File: src/rtl/lock_sequencer_pkg.sv
// Shared definitions for the combination-lock controller.
//
// Contents:
//   state_e         FSM state encodings as seen on the state_o port.
//   CODE_LEN_MIN/MAX  Legal range of digits per code.
//   code_digit()    Selects the digit at a given entry index from a code word.
//   align_code()    Moves a shifted-in shadow word into the code register layout.
package lock_sequencer_pkg;

    localparam int unsigned DIGIT_W      = 4;
    localparam int unsigned CODE_LEN_MIN = 1;
    localparam int unsigned CODE_LEN_MAX = 4;
    localparam int unsigned CODE_W       = DIGIT_W * CODE_LEN_MAX;
    localparam int unsigned IDX_W        = 2;
    localparam int unsigned FAIL_CNT_W   = 4;

    typedef enum logic [2:0] {
        ST_READY   = 3'd0,
        ST_ENTRY   = 3'd1,
        ST_OPEN    = 3'd2,
        ST_FAIL    = 3'd3,
        ST_LOCKOUT = 3'd4,
        ST_PROG    = 3'd5
    } state_e;

    // The first digit of a code lives in the top nibble, so digit idx is
    // found by shifting the code left idx nibbles and taking the top nibble.
    function automatic logic [DIGIT_W-1:0] code_digit(
        input logic [CODE_W-1:0] code,
        input logic [IDX_W-1:0]  idx
    );
        logic [CODE_W-1:0] shifted;
        shifted = code << (DIGIT_W * idx);
        return shifted[CODE_W-1 -: DIGIT_W];
    endfunction

    // Programming shifts digits in from the bottom; with fewer than
    // CODE_LEN_MAX digits they must be moved up to the used (upper) nibbles.
    function automatic logic [CODE_W-1:0] align_code(
        input logic [CODE_W-1:0] shadow,
        input int unsigned       code_len
    );
        return shadow << (DIGIT_W * (CODE_LEN_MAX - code_len));
    endfunction

endpackage

File: src/rtl/lock_timer.sv
// Loadable down-counter shared by the OPEN and LOCKOUT intervals.
//
// Ports:
//   clk_i    system clock (rising edge)
//   rst_i    synchronous active-high reset, clears the count
//   load_i   load value_i into the counter this cycle
//   value_i  load value (interval length minus one)
//   zero_o   count is zero; the counter holds at zero until reloaded
module lock_timer #(
    parameter int unsigned WIDTH = 8
) (
    input  logic             clk_i,
    input  logic             rst_i,
    input  logic             load_i,
    input  logic [WIDTH-1:0] value_i,
    output logic             zero_o
);

    logic [WIDTH-1:0] count_q;

    // NOTE: sequential state is assigned with <= so every register samples
    // the pre-edge values regardless of statement order.
    always_ff @(posedge clk_i) begin
        if (rst_i) begin
            count_q <= '0;
        end else if (load_i) begin
            count_q <= value_i;
        end else if (count_q != '0) begin
            count_q <= count_q - 1'b1;
        end
    end

    assign zero_o = (count_q == '0);

endmodule

File: src/rtl/lock_sequencer.sv
// Attempt-limited, reprogrammable combination-lock controller.
// Collects CODE_LENGTH digits on enter pulses, compares them to the stored
// code, drives timed open/fail indication and a lockout after MAX_ATTEMPTS
// consecutive failures. While open, a new code may be programmed.
//
// Ports:
//   clk_i            system clock (rising edge)
//   rst_i            synchronous active-high reset
//   enter_i          single-cycle digit strobe
//   digit_i          digit sampled on enter_i
//   program_i        level request to program a new code (while open)
//   state_o          current state encoding (see state_e)
//   open_o           lock open
//   fail_o           wrong code or lockout
//   lockout_o        lockout active
//   attempts_left_o  MAX_ATTEMPTS minus consecutive failures (0 in lockout)
module lock_sequencer
    import lock_sequencer_pkg::*;
#(
    parameter int unsigned       CLOCK_FREQ     = 50_000_000,
    parameter int unsigned       CODE_LENGTH    = 4,
    parameter logic [CODE_W-1:0] DEFAULT_CODE   = 16'h1234,
    parameter int unsigned       MAX_ATTEMPTS   = 3,
    parameter int unsigned       OPEN_CYCLES    = CLOCK_FREQ * 5,
    parameter int unsigned       LOCKOUT_CYCLES = CLOCK_FREQ * 30
) (
    input  logic         clk_i,
    input  logic         rst_i,
    input  logic         enter_i,
    input  logic [3:0]   digit_i,
    input  logic         program_i,
    output logic [2:0]   state_o,
    output logic         open_o,
    output logic         fail_o,
    output logic         lockout_o,
    output logic [3:0]   attempts_left_o
);

    localparam int unsigned TIMER_MAX = (OPEN_CYCLES > LOCKOUT_CYCLES) ? OPEN_CYCLES : LOCKOUT_CYCLES;
    localparam int unsigned TIMER_W   = (TIMER_MAX > 1) ? $clog2(TIMER_MAX) : 1;

    localparam logic [TIMER_W-1:0]    OPEN_LOAD    = TIMER_W'(OPEN_CYCLES - 1);
    localparam logic [TIMER_W-1:0]    LOCKOUT_LOAD = TIMER_W'(LOCKOUT_CYCLES - 1);
    localparam logic [IDX_W-1:0]      LAST_IDX     = IDX_W'(CODE_LENGTH - 1);
    localparam logic [FAIL_CNT_W-1:0] MAX_FAILS    = FAIL_CNT_W'(MAX_ATTEMPTS);

    state_e                state_q, state_d;
    logic [IDX_W-1:0]      idx_q, idx_d;
    logic                  mismatch_q, mismatch_d;
    logic [FAIL_CNT_W-1:0] fail_cnt_q, fail_cnt_d;
    logic [CODE_W-1:0]     code_q, code_d;
    logic [CODE_W-1:0]     shadow_q, shadow_d;
    logic                  open_q, fail_q, lockout_q;
    logic [3:0]            attempts_q;

    logic                  digit_miss;
    logic                  timer_load;
    logic [TIMER_W-1:0]    timer_value;
    logic                  timer_zero;

    // NOTE: every signal driven here gets a default first, so no path
    // through the case leaves it unassigned and no latch is inferred.
    always_comb begin
        state_d    = state_q;
        idx_d      = idx_q;
        mismatch_d = mismatch_q;
        fail_cnt_d = fail_cnt_q;
        code_d     = code_q;
        shadow_d   = shadow_q;
        digit_miss = (digit_i != code_digit(code_q, idx_q));

        case (state_q)
            ST_READY, ST_ENTRY: begin
                // All digits are always collected; only the final digit
                // decides, so the position of a wrong digit stays hidden.
                if (enter_i) begin
                    if (idx_q == LAST_IDX) begin
                        idx_d      = '0;
                        mismatch_d = 1'b0;
                        if (mismatch_q || digit_miss) begin
                            state_d    = ST_FAIL;
                            fail_cnt_d = fail_cnt_q + 1'b1;
                        end else begin
                            state_d    = ST_OPEN;
                            fail_cnt_d = '0;
                        end
                    end else begin
                        idx_d      = idx_q + 1'b1;
                        mismatch_d = mismatch_q | digit_miss;
                        state_d    = ST_ENTRY;
                    end
                end
            end
            ST_OPEN: begin
                if (enter_i) begin
                    if (program_i) begin
                        state_d  = ST_PROG;
                        idx_d    = '0;
                        shadow_d = '0;
                    end else begin
                        state_d = ST_READY;
                    end
                end else if (timer_zero) begin
                    state_d = ST_READY;
                end
            end
            ST_FAIL: begin
                // The count was bumped on entry, so the limit is already visible here.
                if (fail_cnt_q == MAX_FAILS) begin
                    state_d = ST_LOCKOUT;
                end else if (enter_i) begin
                    state_d = ST_READY;
                end
            end
            ST_LOCKOUT: begin
                if (timer_zero) begin
                    state_d    = ST_READY;
                    fail_cnt_d = '0;
                end
            end
            ST_PROG: begin
                // Dropping program_i wins over a coincident enter_i.
                if (!program_i) begin
                    state_d = ST_READY;
                end else if (enter_i) begin
                    shadow_d = {shadow_q[CODE_W-DIGIT_W-1:0], digit_i};
                    if (idx_q == LAST_IDX) begin
                        code_d  = align_code(shadow_d, CODE_LENGTH);
                        state_d = ST_READY;
                    end else begin
                        idx_d = idx_q + 1'b1;
                    end
                end
            end
            default: state_d = ST_READY;
        endcase

        if (state_d == ST_READY && state_q != ST_READY) begin
            idx_d      = '0;
            mismatch_d = 1'b0;
        end
    end

    // One timer serves both timed states; it is loaded on the entry edge.
    assign timer_load  = (state_d != state_q) && (state_d == ST_OPEN || state_d == ST_LOCKOUT);
    assign timer_value = (state_d == ST_LOCKOUT) ? LOCKOUT_LOAD : OPEN_LOAD;

    lock_timer #(
        .WIDTH (TIMER_W)
    ) u_timer (
        .clk_i   (clk_i),
        .rst_i   (rst_i),
        .load_i  (timer_load),
        .value_i (timer_value),
        .zero_o  (timer_zero)
    );

    // Outputs are decoded from the next state and registered, so they line
    // up with state_q and appear one cycle after the deciding enter pulse.
    always_ff @(posedge clk_i) begin
        if (rst_i) begin
            state_q    <= ST_READY;
            idx_q      <= '0;
            mismatch_q <= 1'b0;
            fail_cnt_q <= '0;
            // NOTE: the code register is a small register bank, not a RAM,
            // so it is reset to a known code; nothing survives a reset.
            code_q     <= DEFAULT_CODE;
            shadow_q   <= '0;
            open_q     <= 1'b0;
            fail_q     <= 1'b0;
            lockout_q  <= 1'b0;
            attempts_q <= MAX_FAILS;
        end else begin
            state_q    <= state_d;
            idx_q      <= idx_d;
            mismatch_q <= mismatch_d;
            fail_cnt_q <= fail_cnt_d;
            code_q     <= code_d;
            shadow_q   <= shadow_d;
            open_q     <= (state_d == ST_OPEN);
            fail_q     <= (state_d == ST_FAIL) || (state_d == ST_LOCKOUT);
            lockout_q  <= (state_d == ST_LOCKOUT);
            attempts_q <= (state_d == ST_LOCKOUT) ? 4'd0 : (MAX_FAILS - fail_cnt_d);
        end
    end

    assign state_o         = state_q;
    assign open_o          = open_q;
    assign fail_o          = fail_q;
    assign lockout_o       = lockout_q;
    assign attempts_left_o = attempts_q;

endmodule

File: config.mk
export PLATFORM = sky130hd
export DESIGN_NAME = lock_sequencer
export DESIGN_NICKNAME = d
export VERILOG_FILES = /design/src/rtl/lock_sequencer_pkg.sv /design/src/rtl/lock_timer.sv /design/src/rtl/lock_sequencer.sv
export SDC_FILE = /design/constraint.sdc
export NUM_CORES = 1
export LEC_CHECK = 0
export CORE_UTILIZATION = 45
export CTS_CLUSTER_DIAMETER = 150
export DETAILED_ROUTE_END_ITERATION = 8
export GPL_ROUTABILITY_DRIVEN = 0
export PLACE_DENSITY = 0.73
export SYNTH_ARGS = -nofsm -noshare
export SYNTH_HDL_FRONTEND = slang
export SYNTH_HIERARCHICAL = 1
export SYNTH_SLANG_ARGS = --single-unit
File: constraint.sdc
create_clock -name clk_i -period 8.3 [get_ports clk_i]
set_clock_uncertainty 0.05 [all_clocks]
set_input_delay 1.66 -clock clk_i [delete_from_list [all_inputs] [get_ports clk_i]]
set_output_delay 1.66 -clock clk_i [all_outputs]
set_load 0.02 [all_outputs]
* Word level (Yosys, flattened, before mapping)
Cells that the tools add are included.
W data, S select, Z words.
** Word-level totals
- Output and inout bits :: 10
- Input port bits :: 8
- Bits in registers :: 76
** Operators by class
- Shift operators :: 1
- Add/sub/neg operators :: 4
- Mux-type cells :: 35
- Equality and inequality tests :: 18
- Bitwise logic cells :: 1
- Reduce and logical (&&, ||, !) cells :: 20
** Operator list (count)
- $mux W31 :: 3
- $mux W12 :: 4
- $logic_not A31 Y1 :: 1
- $reduce_bool A31 Y1 :: 1
- $sub A31 B1 Y31 const B :: 1
- $mux W3 :: 10
- $pmux W12 S2 :: 1
- $mux W2 :: 8
- $mux W4 :: 4
- $shl A16 B4 Y16 :: 1
- $pmux W3 S5 :: 1
- $eq A3 B2 Y1 const B :: 4
- $ne A2 B2 Y1 const B :: 6
- $eq A3 B3 Y1 const B :: 3
- $pmux W4 S2 :: 1
- $reduce_and A7 Y1 :: 1
- $logic_not A3 Y1 :: 2
- $pmux W2 S3 :: 1
- $reduce_bool A3 Y1 :: 2
- $reduce_or A2 Y1 :: 3
- $reduce_and A5 Y1 :: 1
- $add A4 B1 Y4 const B :: 1
- $eq A4 B2 Y1 const B :: 1
- $ne A4 B4 Y1 :: 1
- 12 further kinds :: 17

* Depth between registers and ports, before layout
Gate-level depths: netlist of the first run.
- Word-level depth :: 11
- Mapped depth :: 12
- Gate-level depth less buffers :: 12

* By module
The synthesis of the first run kept the hierarchy.
** By module, submodules not included
- lock_sequencer :: instances 1, area an instance 2244.7 µm², cells an instance 257, seq. area each 900.9 µm²
- lock_timer :: instances 1, area an instance 1677.9 µm², cells an instance 203, seq. area each 620.6 µm²

* Least setup slack after synthesis of the first run
Ideal clock, no wire load.
- Path kind :: input to register
- Start :: input port digit_i[3]
- End :: register u_timer.count_q[30]
- Data arrival time :: 3583 ps
- Path slack :: 4538 ps
- Required time :: 8121 ps
- Stages :: 9
- Setup time :: 129 ps
- Path through :: nor2b_1 -> a221oi_1 -> nand4b_1 -> o22ai_4 -> and3_2 -> clkbuf_1 -> clkbuf_1 -> o21a_1 -> nor2_1
** Between the ends
- Cells in the longest elaborated chain, start to end :: 10
- Elaborated cells on any way between the ends :: 14
** RTL lines
- start, declared :: line lock_sequencer.sv:30 : input logic [3:0] digit_i,
- $ne A4 B4 Y1 * :: line lock_sequencer.sv:70 : digit_miss = (digit_i != code_digit(code_q, idx_q));
- $logic_or A1 B1 Y1 * :: line lock_sequencer.sv:80 : if (mismatch_q || digit_miss) begin
- $mux W1 * :: line lock_sequencer.sv:80
- $mux W3 * :: line lock_sequencer.sv:77 : if (idx_q == LAST_IDX) begin
- $mux W3 * :: line lock_sequencer.sv:76 : if (enter_i) begin
- $pmux W3 S5 * :: line lock_sequencer.sv:72 : case (state_q)
- $eq A3 B2 Y1 / $eq A3 B3 Y1 (equally long branches) :: line lock_sequencer.sv:145 : assign timer_load = (state_d != state_q) && (state_d == ST_OPEN || state_d == ST_LOCKOUT);
- $logic_or A1 B1 Y1 :: line lock_sequencer.sv:145
- $logic_and A1 B1 Y1 * :: line lock_sequencer.sv:145
- via timer_load :: line lock_sequencer.sv:57 : logic timer_load;
- $mux W31 / $reduce_bool A2 Y1 (equally long branches)
- end signal, assigned :: line lock_timer.sv:27 : count_q <= value_i;
- end signal, assigned :: line lock_timer.sv:29 : count_q <= count_q - 1'b1;
- end, declared :: line lock_timer.sv:19 : logic [WIDTH-1:0] count_q;
Mark *: on every way through the listed nets, which the timed path passes. The rest lies on a longest branch.
A chain may end at the register's enable or synchronous reset.

* Final worst setup path of the first run
- Start :: input port digit_i[3]
- End :: register u_timer.count_q[28]
Same word-level chain as after synthesis.

==> flow_summary.ini, run 1 <==
[min_path]
hp-class = reg2reg
min_from = code_q[6]$_SDFFE_PP0P_
holdPathEnd = code_q[6]$_SDFFE_PP0P_
hold_depth = 2

[power_and_ir_drop]
power.switching_uw = 480
pwr-share-comb_pct = 37.9
p_per_area_nw_per_um2 = 281
power.internal_uw = 749
p_leak_uw = 0.00159
vdd_ir_drop_max_uv = 140
clkPwrFrac_pct = 22.8
switching_share_pct = 39.0
seqPwrFrac_pct = 39.3

[worst_setup_path]
crit_required_ns = 8.53
worstPathCellList = clkdlybuf4s50_1 -> nor2b_1 -> a221oi_1 -> nand4b_1 -> o22ai_4 -> and3_2 -> nor2b_1 -> buf_4 -> nand2_1 -> o31a_1 -> a22oi_1
cpPeakStageDelay_ns = 0.49
cp_max_fo = 22
rrSetupSlack_ns = 4.63
crit_path_frequent_cell = nor2b_1
cpLargestDelayFamily = simple AND/OR/NAND/NOR gates
critPathArrivalTime_ns = 4.61
r2r_end = attempts_left_o[3]$_SDFF_PP0_
reg2reg_from = u_timer/count_q[1]$_SDFFE_PP0P_
worst_path_max_delay_cell = clkdlybuf4s50_1
cp_num_buf_inv = 2
start_kind = input pin
rr_worst_depth = 12
crit_type = in2reg
crit_path_end_kind = flop

[place]
dpl_cell_area_um2 = 4170
hpwlAfterDp_mm = 5.55
io_buffer_count = 17
place_inst = 571
dp_slack_ns = 3.54

[synth]
synthArstFlopShare_pct = 0
synth_top_area_cell = dfxtp_1
synthCells = 460
synth_area_um2 = 3920
yosys_register_bits = 76
avgSynthCellArea_um2 = 8.53
ys_warn_count = 6
yosysMostFrequentCell = dfxtp_1
synth_common_cells = dfxtp_1, nand2_1, nor2_1
synth_ff_type = dfxtp_1
synth_top_cells_by_area = dfxtp_1, nand2_1, xnor2_1, o21ai_0, a21oi_1
seq_area_frac_synth_pct = 38.8
synth_edf_count = 0
yosysUniqueCellTypes = 65
post-synth-top-area-fraction_pct = 38.8

[drt]
avgViaCountPerCell = 5.65
first_pass_iters = 4
via_count = 3315
drt-total-wl_mm = 8.18
ant_nets = 0
drc = 0
drt_iter0_markers = 109
post_drt_wl_per_cell_um = 13.9

[timing]
setup_viol = 0
drv_slew = 0
fin_crit_sh_pct = 52.8
grt_setup_unrepaired = false
timing_hold_violations_final = 0
period_minus_slack_ns = 4.39
fin_tns_setup_ns = 0
tightestPinTransition_ns = 1.02
fmax_mhz = 228
setup_slack_ns = 3.91
relSlewSlack_pct = 31.7

[global_routing]
met2_usage_pct = 32.0
grt_use_met3_pct = 4.55
grt_pass1_wl_mm = 13.7
grtUsageMet1_pct = 24.1
grt_max_degree = 57
overflow = 0
antenna_found_initial = 0
grt_usage_pct = 19.2
grt_pass1_vias = 3060
busiest_layer = met2

[floorplanning]
start_util_pct = 47.0
num_rows = 33
io_pins = 18
die_y_um = 95.4
dieArea_um2 = 9090
dieWidth_um = 95.4
fp.coreArea_um2 = 8340

[cts]
cts_root_buf = clkbuf_8
clk_latency_ns = 0.36
clk_path_buf_depth = 2
clkSinkCount = 76
cts_inserted_buffers = 9
clkTransAtPathRegs_ns = 0.09
post_cts_resized = 0
ctsHoldBuffers = 0
cts_tree = yes
cts_htree_levels = 3
post-cts-setup-buffers = 0

[cells_and_area]
antenna_cells = 0
syn2layout_area_growth_pct = 11.4
drive_gt1_share_pct = 8.09
final_cells = 587
nets = 488
fin_area_um2 = 4370

[status]
status = finished, final reports clean

[job]
maxCapViolCount = 0
cells by family (layout without fill, tap and decap cells):
logic type	Yosys count	count (layout)	synth area share, %
adders and majority gates	3	3	0.957
muxes	7	7	3.06
xor gates and xnor gates	28	28	6.25
other	2	17	0.191
and+or+nand+nor	199	199	27.9
buffers and inverters	37	44	3.99
AOI/OAI and AO/OA	108	108	18.9
DFF	76	76	38.8
cell usage in the layout, fill, tap and decap left out, types with 4 or more instances in the layout:
cell             count
dfxtp_1             76
nand2_1             70
nor2_1              27
o21ai_0             26
a21oi_1             24
xnor2_1             20
conb_1              17
clkdlybuf4s50_1     16
nor3_1              13
a22oi_1             13
or3_1               10
or4_1               10
nor4_1               9
clkbuf_8             9
inv_1                8
xor2_1               8
nand2b_1             7
nand3b_1             6
o211ai_1             5
a211oi_1             5
and2_1               5
a221oi_1             5
nand4_1              5
nor3b_1              4
nor2b_1              4
nand4b_1             4
inv_6                4
per-stage QoR:
step	hold WS [ns]	total power, uW	utilization [%]
after floorplan	0.379	865	-
after global placement	0.390	936	50.0
after detailed placement	0.393	953	50.0
after CTS	0.407	1240	52.4
after global routing	0.424	1310	52.4
final	0.407	1230	52.4
cell type report:
type	instances	area, um^2
fillers	803	3970
repair buffers	20	188
well taps	105	131
clock buffers	9	124
clock inverters	7	73.8
multi-input cells	362	2300
flip-flops and latches	76	1520
inverters	8	30.0
routing by layer:
metal  vias to the layer above  wire length [um]
met5                         -                 0
met4                         0               112
met3                        11               241
met2                        46              3950
met1                      1567              3870
li1                       1691                 -
how the worst max path moves through the flow:
stage / start / end / slack (ns) / depth (start not counted)
finish: digit_i[3] / u_timer/count_q[28]$_SDFFE_PP0P_ / 3.91 / 11
detailed placement: digit_i[3] / u_timer/count_q[28]$_SDFFE_PP0P_ / 3.54 / 11
global route: digit_i[3] / u_timer/count_q[28]$_SDFFE_PP0P_ / 3.61 / 11
floorplan: digit_i[3] / u_timer/count_q[30]$_SDFFE_PP0P_ / 4.54 / 9
global placement: digit_i[3] / u_timer/count_q[28]$_SDFFE_PP0P_ / 3.65 / 11
CTS: digit_i[3] / u_timer/count_q[28]$_SDFFE_PP0P_ / 3.92 / 11
worst register-to-register path, stage by stage (launching register included):
cell,delay (ns)
dfxtp_1,0.33
inv_1,0.08
ha_1,0.21
nor4b_1,0.76
nand4bb_1,0.39
or2_2,0.43
inv_1,0.14
nor4b_1,0.07
a31oi_1,0.23
a211oi_1,0.12
buf_4,0.19
or4_1,0.50
o31ai_1,0.08
state kept, by name (all words and copies together), names as in the netlist, 2 cells and up:
name,cells
u_timer/count_q,31
idx_q,2
attempts_left_o,4
fail_cnt_q,4
code_q,16
shadow_q,12
state_o,3
power groups by stage:
stage | registers (uW) | clock network (uW) | logic [uW]
detailed placement | 490 | 0 | 463
finish | 483 | 280 | 466
floorplan | 473 | 0 | 391
global placement | 485 | 0 | 450
global route | 490 | 303 | 517
CTS | 482 | 288 | 467
(Power assumes the default switching activity.)
==> run 2, diff against run 1 <==
- PLACE_DENSITY: 0.73 -> 0.76
- clock period: 8.3 -> 4 ns (I/O delays scaled with it)
==> run 2 against run 1 <==
Global-route usage grew 0.93 points; non-clock buffer count up 4; die area is the same; sequential share of layout area down 0.099 points; via count increased by 2.8%; register-to-register slack got worse by 4.0 ns; first-iteration DRC count up 53%; critical path depth shrank 1; sequential power up 110%; cell area rose by 0.29%; final cell count increased by 0.68%; highest routed layer unchanged.
==> flow_summary.ini, run 2 (synthesis gave the netlist of run 1 again) <==
[cells_and_area]
largest_reg_flops = 31
syn2layout_area_growth_pct = 11.7
layout_commonest_cell = dfxtp_1
drive_gt1_share_pct = 8.85
antenna_cells = 0
top_register = u_timer/count_q
mostFrequentLayoutCells = dfxtp_1, nand2_1, nor2_1
nets = 492
nFillCells = 792
reg_top3 = u_timer/count_q (31), code_q (16), shadow_q (12)

[timing]
grt_setup_unrepaired = false
tightestPinTransition_ns = 1.01
fin_tns_setup_ns = 0
setup_viol = 0
setup_slack_ns = 0.634
timing_hold_violations_final = 0
period_minus_slack_ns = 3.37
fmax_mhz = 297
drv_slew = 0
relSlewSlack_pct = 32.2
fin_crit_sh_pct = 84.2
fin_hold_ws_ns = 0.406

[power_and_ir_drop]
switching_share_pct = 38.6
clkPwrFrac_pct = 21.8
vdd_ir_drop_max_uv = 264
p_leak_uw = 0.00160
p_per_area_nw_per_um2 = 577
pwr-share-comb_pct = 38.6
power.internal_uw = 1550
power.switching_uw = 976
seqPwrFrac_pct = 39.6

[drt]
drt-total-wl_mm = 8.25
ant_nets = 0
avgViaCountPerCell = 5.76
post_drt_wl_per_cell_um = 14.0
first_pass_iters = 4
via_count = 3407
drc = 0
drt_iter0_markers = 167

[worst_setup_path]
start_kind = flop
crit_type = reg2reg
cp_max_fo = 7
crit_required_ns = 4.23
rr_worst_depth = 10
crit_path_end_kind = flop
critPathArrivalTime_ns = 3.59
rrSetupSlack_ns = 0.63
reg2reg_from = u_timer/count_q[9]$_SDFFE_PP0P_
r2r_end = attempts_left_o[3]$_SDFF_PP0_

[global_routing]
grt_max_degree = 57
grt_pass1_wl_mm = 14.3
antenna_found_initial = 0
grt_usage_pct = 20.1
grt_pass1_vias = 3187
overflow = 0

[place]
hpwlAfterDp_mm = 5.57
dp_slack_ns = 0.516
io_buffer_count = 17

[cts]
clkSinkCount = 76
cts_inserted_buffers = 9
clkTransAtPathRegs_ns = 0.09
cts_htree_levels = 3
cts_tree = yes
post_cts_resized = 0
clk_path_buf_depth = 2
clk_latency_ns = 0.36
post-cts-setup-buffers = 0
ctsHoldBuffers = 0
cts_root_buf = clkbuf_8

[status]
status = finished, final reports clean

[floorplanning]
die_y_um = 95.4
fp.coreArea_um2 = 8340
dieWidth_um = 95.4
dieArea_um2 = 9090
num_rows = 33
io_pins = 18
start_util_pct = 47.0

[job]
maxCapViolCount = 0

[min_path]
hold_depth = 2
hp-class = reg2reg
min_from = code_q[6]$_SDFFE_PP0P_
holdPathEnd = code_q[6]$_SDFFE_PP0P_
run 2: power groups by stage:
stage	registers, uW	clock network (uW)	logic, uW
floorplan	982	0	812
global placement	1010	0	956
detailed placement	1010	0	973
CTS	997	568	980
global route	1020	596	1090
finish	1000	550	976
run 2: critical path: stages, from the launching register on:
cell and delay (ns):
dfxtp_1 0.35, or4_1 0.64, nand4bb_1 0.38, or2_2 0.40, inv_1 0.16, nor4b_1 0.07
a31oi_1 0.22, a211oi_1 0.22, buf_4 0.21, or4_1 0.50, o31ai_1 0.08
run 2: routing by layer:
metal	GRT usage, %	vias to the layer above	wire length [um]
li1	-	1703	-
met1	25.2	1635	3890
met2	32.9	57	3980
met3	4.39	12	258
met4	9.22	0	131
met5	0	-	0
run 2: final cells by class:
type / count / area [um^2] / share of cell area, %
Clock buffer: 9 / 124 / 2.83
Clock inverter: 7 / 56.3 / 1.28
Inverter: 8 / 30.0 / 0.685
Multi-Input combinational cell: 362 / 2300 / 52.5
Sequential cell: 76 / 1520 / 34.7
Tap cell: 105 / 131 / 3.00
Timing Repair Buffer: 24 / 218 / 4.97
run 2: how the worst max path moves through the flow:
| stage | startpoint | to |
|---|---|---|
| 6_report | u_timer/count_q[9]$_SDFFE_PP0P_ | attempts_left_o[3]$_SDFF_PP0_ |
| 5_1_grt | u_timer/count_q[9]$_SDFFE_PP0P_ | attempts_left_o[3]$_SDFF_PP0_ |
| 4_1_cts | u_timer/count_q[9]$_SDFFE_PP0P_ | attempts_left_o[3]$_SDFF_PP0_ |
| 3_5_place_dp | digit_i[3] | u_timer/count_q[28]$_SDFFE_PP0P_ |
| 3_3_place_gp | digit_i[3] | u_timer/count_q[28]$_SDFFE_PP0P_ |
| 2_1_floorplan | digit_i[3] | u_timer/count_q[30]$_SDFFE_PP0P_ |
run 2: metrics by stage:
| step | utilization, % | cell area, um^2 | instances | total power [uW] |
|---|---|---|---|---|
| global placement | 50.4 | 4200 | 575 | 1960 |
| detailed placement | 50.4 | 4200 | 575 | 1990 |
| finish | 52.5 | 4380 | 591 | 2530 |
| CTS | 52.5 | 4380 | 591 | 2540 |
| global route | 52.5 | 4380 | 591 | 2710 |
| floorplan | - | 3980 | 475 | 1790 |
==> run 3, diff against run 2 <==
- PLACE_DENSITY: 0.76 -> 0.73
- clock period: 4 -> 3.5 ns (I/O delays scaled with it)
==> run 3 against run 2 <==
Hold slack better by 0.0015 ns; cell area is 1.6% higher; register-to-register slack worse by 0.32 ns; clock power is 26% higher; core utilization is 0.83 points higher; global-route usage is 0.28 points lower; combinational power is 16% higher; fmax is 5.6% higher; largest cell class unchanged; highest routed layer unchanged.
==> flow_summary.ini, run 3 (synthesis gave the netlist of run 1 again) <==
[drt]
first_pass_iters = 4
drt_iter0_markers = 156
post_drt_wl_per_cell_um = 14.0
via_count = 3422
drc = 0
avgViaCountPerCell = 5.73
drt-total-wl_mm = 8.38
ant_nets = 0

[cells_and_area]
layout_commonest_cell = dfxtp_1
largest_reg_flops = 31
antenna_cells = 0
syn2layout_area_growth_pct = 13.5
mostFrequentLayoutCells = dfxtp_1, nand2_1, nor2_1
final_util_pct = 53.4
nets = 498
drive_gt1_share_pct = 9.96
top_register = u_timer/count_q
reg_top3 = u_timer/count_q (31), code_q (16), shadow_q (12)
final_cells = 597

[cts]
cts_htree_levels = 3
ctsHoldBuffers = 0
clkSinkCount = 76
cts_root_buf = clkbuf_8
post_cts_resized = 0
clk_path_buf_depth = 2
cts_inserted_buffers = 9
cts_tree = yes
clk_latency_ns = 0.35
post-cts-setup-buffers = 0
clkTransAtPathRegs_ns = 0.08

[timing]
period_minus_slack_ns = 3.19
setup_viol = 0
relSlewSlack_pct = 28.4
fin_hold_ws_ns = 0.408
timing_hold_violations_final = 0
fmax_mhz = 314
drv_slew = 0
fin_tns_setup_ns = 0
grt_setup_unrepaired = false
fin_crit_sh_pct = 91.1
tightestPinTransition_ns = 1.07

[worst_setup_path]
crit_type = reg2reg
cp-endpoint = attempts_left_o[3]$_SDFF_PP0_
rrSetupSlack_ns = 0.31
crit_path_frequent_cell = or4_1
worstPathCellList = or4_1 -> nand4bb_1 -> or2_2 -> inv_1 -> nor4b_1 -> a31oi_1 -> a211oi_1 -> or4_1 -> o31ai_1
reg2reg_from = u_timer/count_q[9]$_SDFFE_PP0P_
rr_worst_depth = 9
crit_required_ns = 3.70
crit_path_end_kind = flop
start_kind = flop
cpPeakStageDelay_ns = 0.66
worst_path_max_delay_cell = or4_1
r2r_end = attempts_left_o[3]$_SDFF_PP0_
crit_start = u_timer/count_q[9]$_SDFFE_PP0P_
cp_max_fo = 7
critPathArrivalTime_ns = 3.39

[floorplanning]
dieWidth_um = 95.4
io_pins = 18
num_rows = 33
dieArea_um2 = 9090
fp.coreArea_um2 = 8340
start_util_pct = 47.0
die_y_um = 95.4

[global_routing]
met2_usage_pct = 34.2
overflow = 0
grtUsageMet1_pct = 23.9
grt_pass1_wl_mm = 14.3
busiest_layer = met2
grt_max_degree = 57
grt_usage_pct = 19.9
grt_use_met3_pct = 5.18
grt_pass1_vias = 3165
antenna_found_initial = 0

[status]
status = finished, final reports clean

[place]
hpwlAfterDp_mm = 5.75
io_buffer_count = 17
place_inst = 581

[min_path]
hp-class = reg2reg

[power_and_ir_drop]
p_leak_uw = 0.00164
power_uw = 2970
vdd_ir_drop_max_uv = 267
p_per_area_nw_per_um2 = 667

[job]
maxCapViolCount = 0
-- run 3: changes by cell type in the layout (fill, tap and decap cells not counted) --
cell       previous run  this run
inv_6                 4         3
clkinv_4              1         0
bufinv_16             0         1
inv_8                 0         1
buf_4                 7        13
-- run 3: critical path: cells and delay by family, from the launching register on --
| kind | cells | cell delay, ns |
|---|---|---|
| buf+inv | 1 | 0.17 |
| compound gates | 3 | 0.49 |
| simple gates | 5 | 2.05 |
| flops | 1 | 0.36 |
-- run 3: area by class of cell --
type | instances | area, um^2
Sequential cell | 76 | 1520
Tap cell | 105 | 131
Clock buffer | 9 | 124
Clock inverter | 7 | 80.1
Multi-Input combinational cell | 362 | 2300
Inverter | 8 | 30.0
Timing Repair Buffer | 30 | 263
Fill cell | 778 | 3890
-- run 3: routing by layer --
layer	wire, um	up-vias
li1	-	1709
met2	4100	62
met5	0	-
met1	3810	1639
met3	373	12
met4	96	0
-- run 3: how the worst min path moves through the flow --
stage | start | end | slack [ns] | depth (start not counted)
floorplan | code_q[9]$_SDFFE_PP1P_ | code_q[9]$_SDFFE_PP1P_ | 0.38 | 2
global placement | code_q[1]$_SDFFE_PP0P_ | code_q[1]$_SDFFE_PP0P_ | 0.39 | 2
detailed placement | code_q[0]$_SDFFE_PP0P_ | code_q[0]$_SDFFE_PP0P_ | 0.40 | 2
CTS | code_q[0]$_SDFFE_PP0P_ | code_q[0]$_SDFFE_PP0P_ | 0.41 | 2
global route | code_q[3]$_SDFFE_PP0P_ | code_q[3]$_SDFFE_PP0P_ | 0.42 | 2
finish | code_q[11]$_SDFFE_PP0P_ | code_q[11]$_SDFFE_PP0P_ | 0.41 | 2
-- run 3: per-stage QoR --
step | instance area (um^2) | setup slack [ns]
global route | 4450 | 0.0804
finish | 4450 | 0.311
global placement | 4250 | 0.341
CTS | 4450 | 0.319
floorplan | 3980 | 0.616
detailed placement | 4250 | 0.221
-- run 3: report_power, final --
group	internal, uW	switching [uW]
combinational	517	613
sequential	996	148
clock	341	354
total	1850	1120
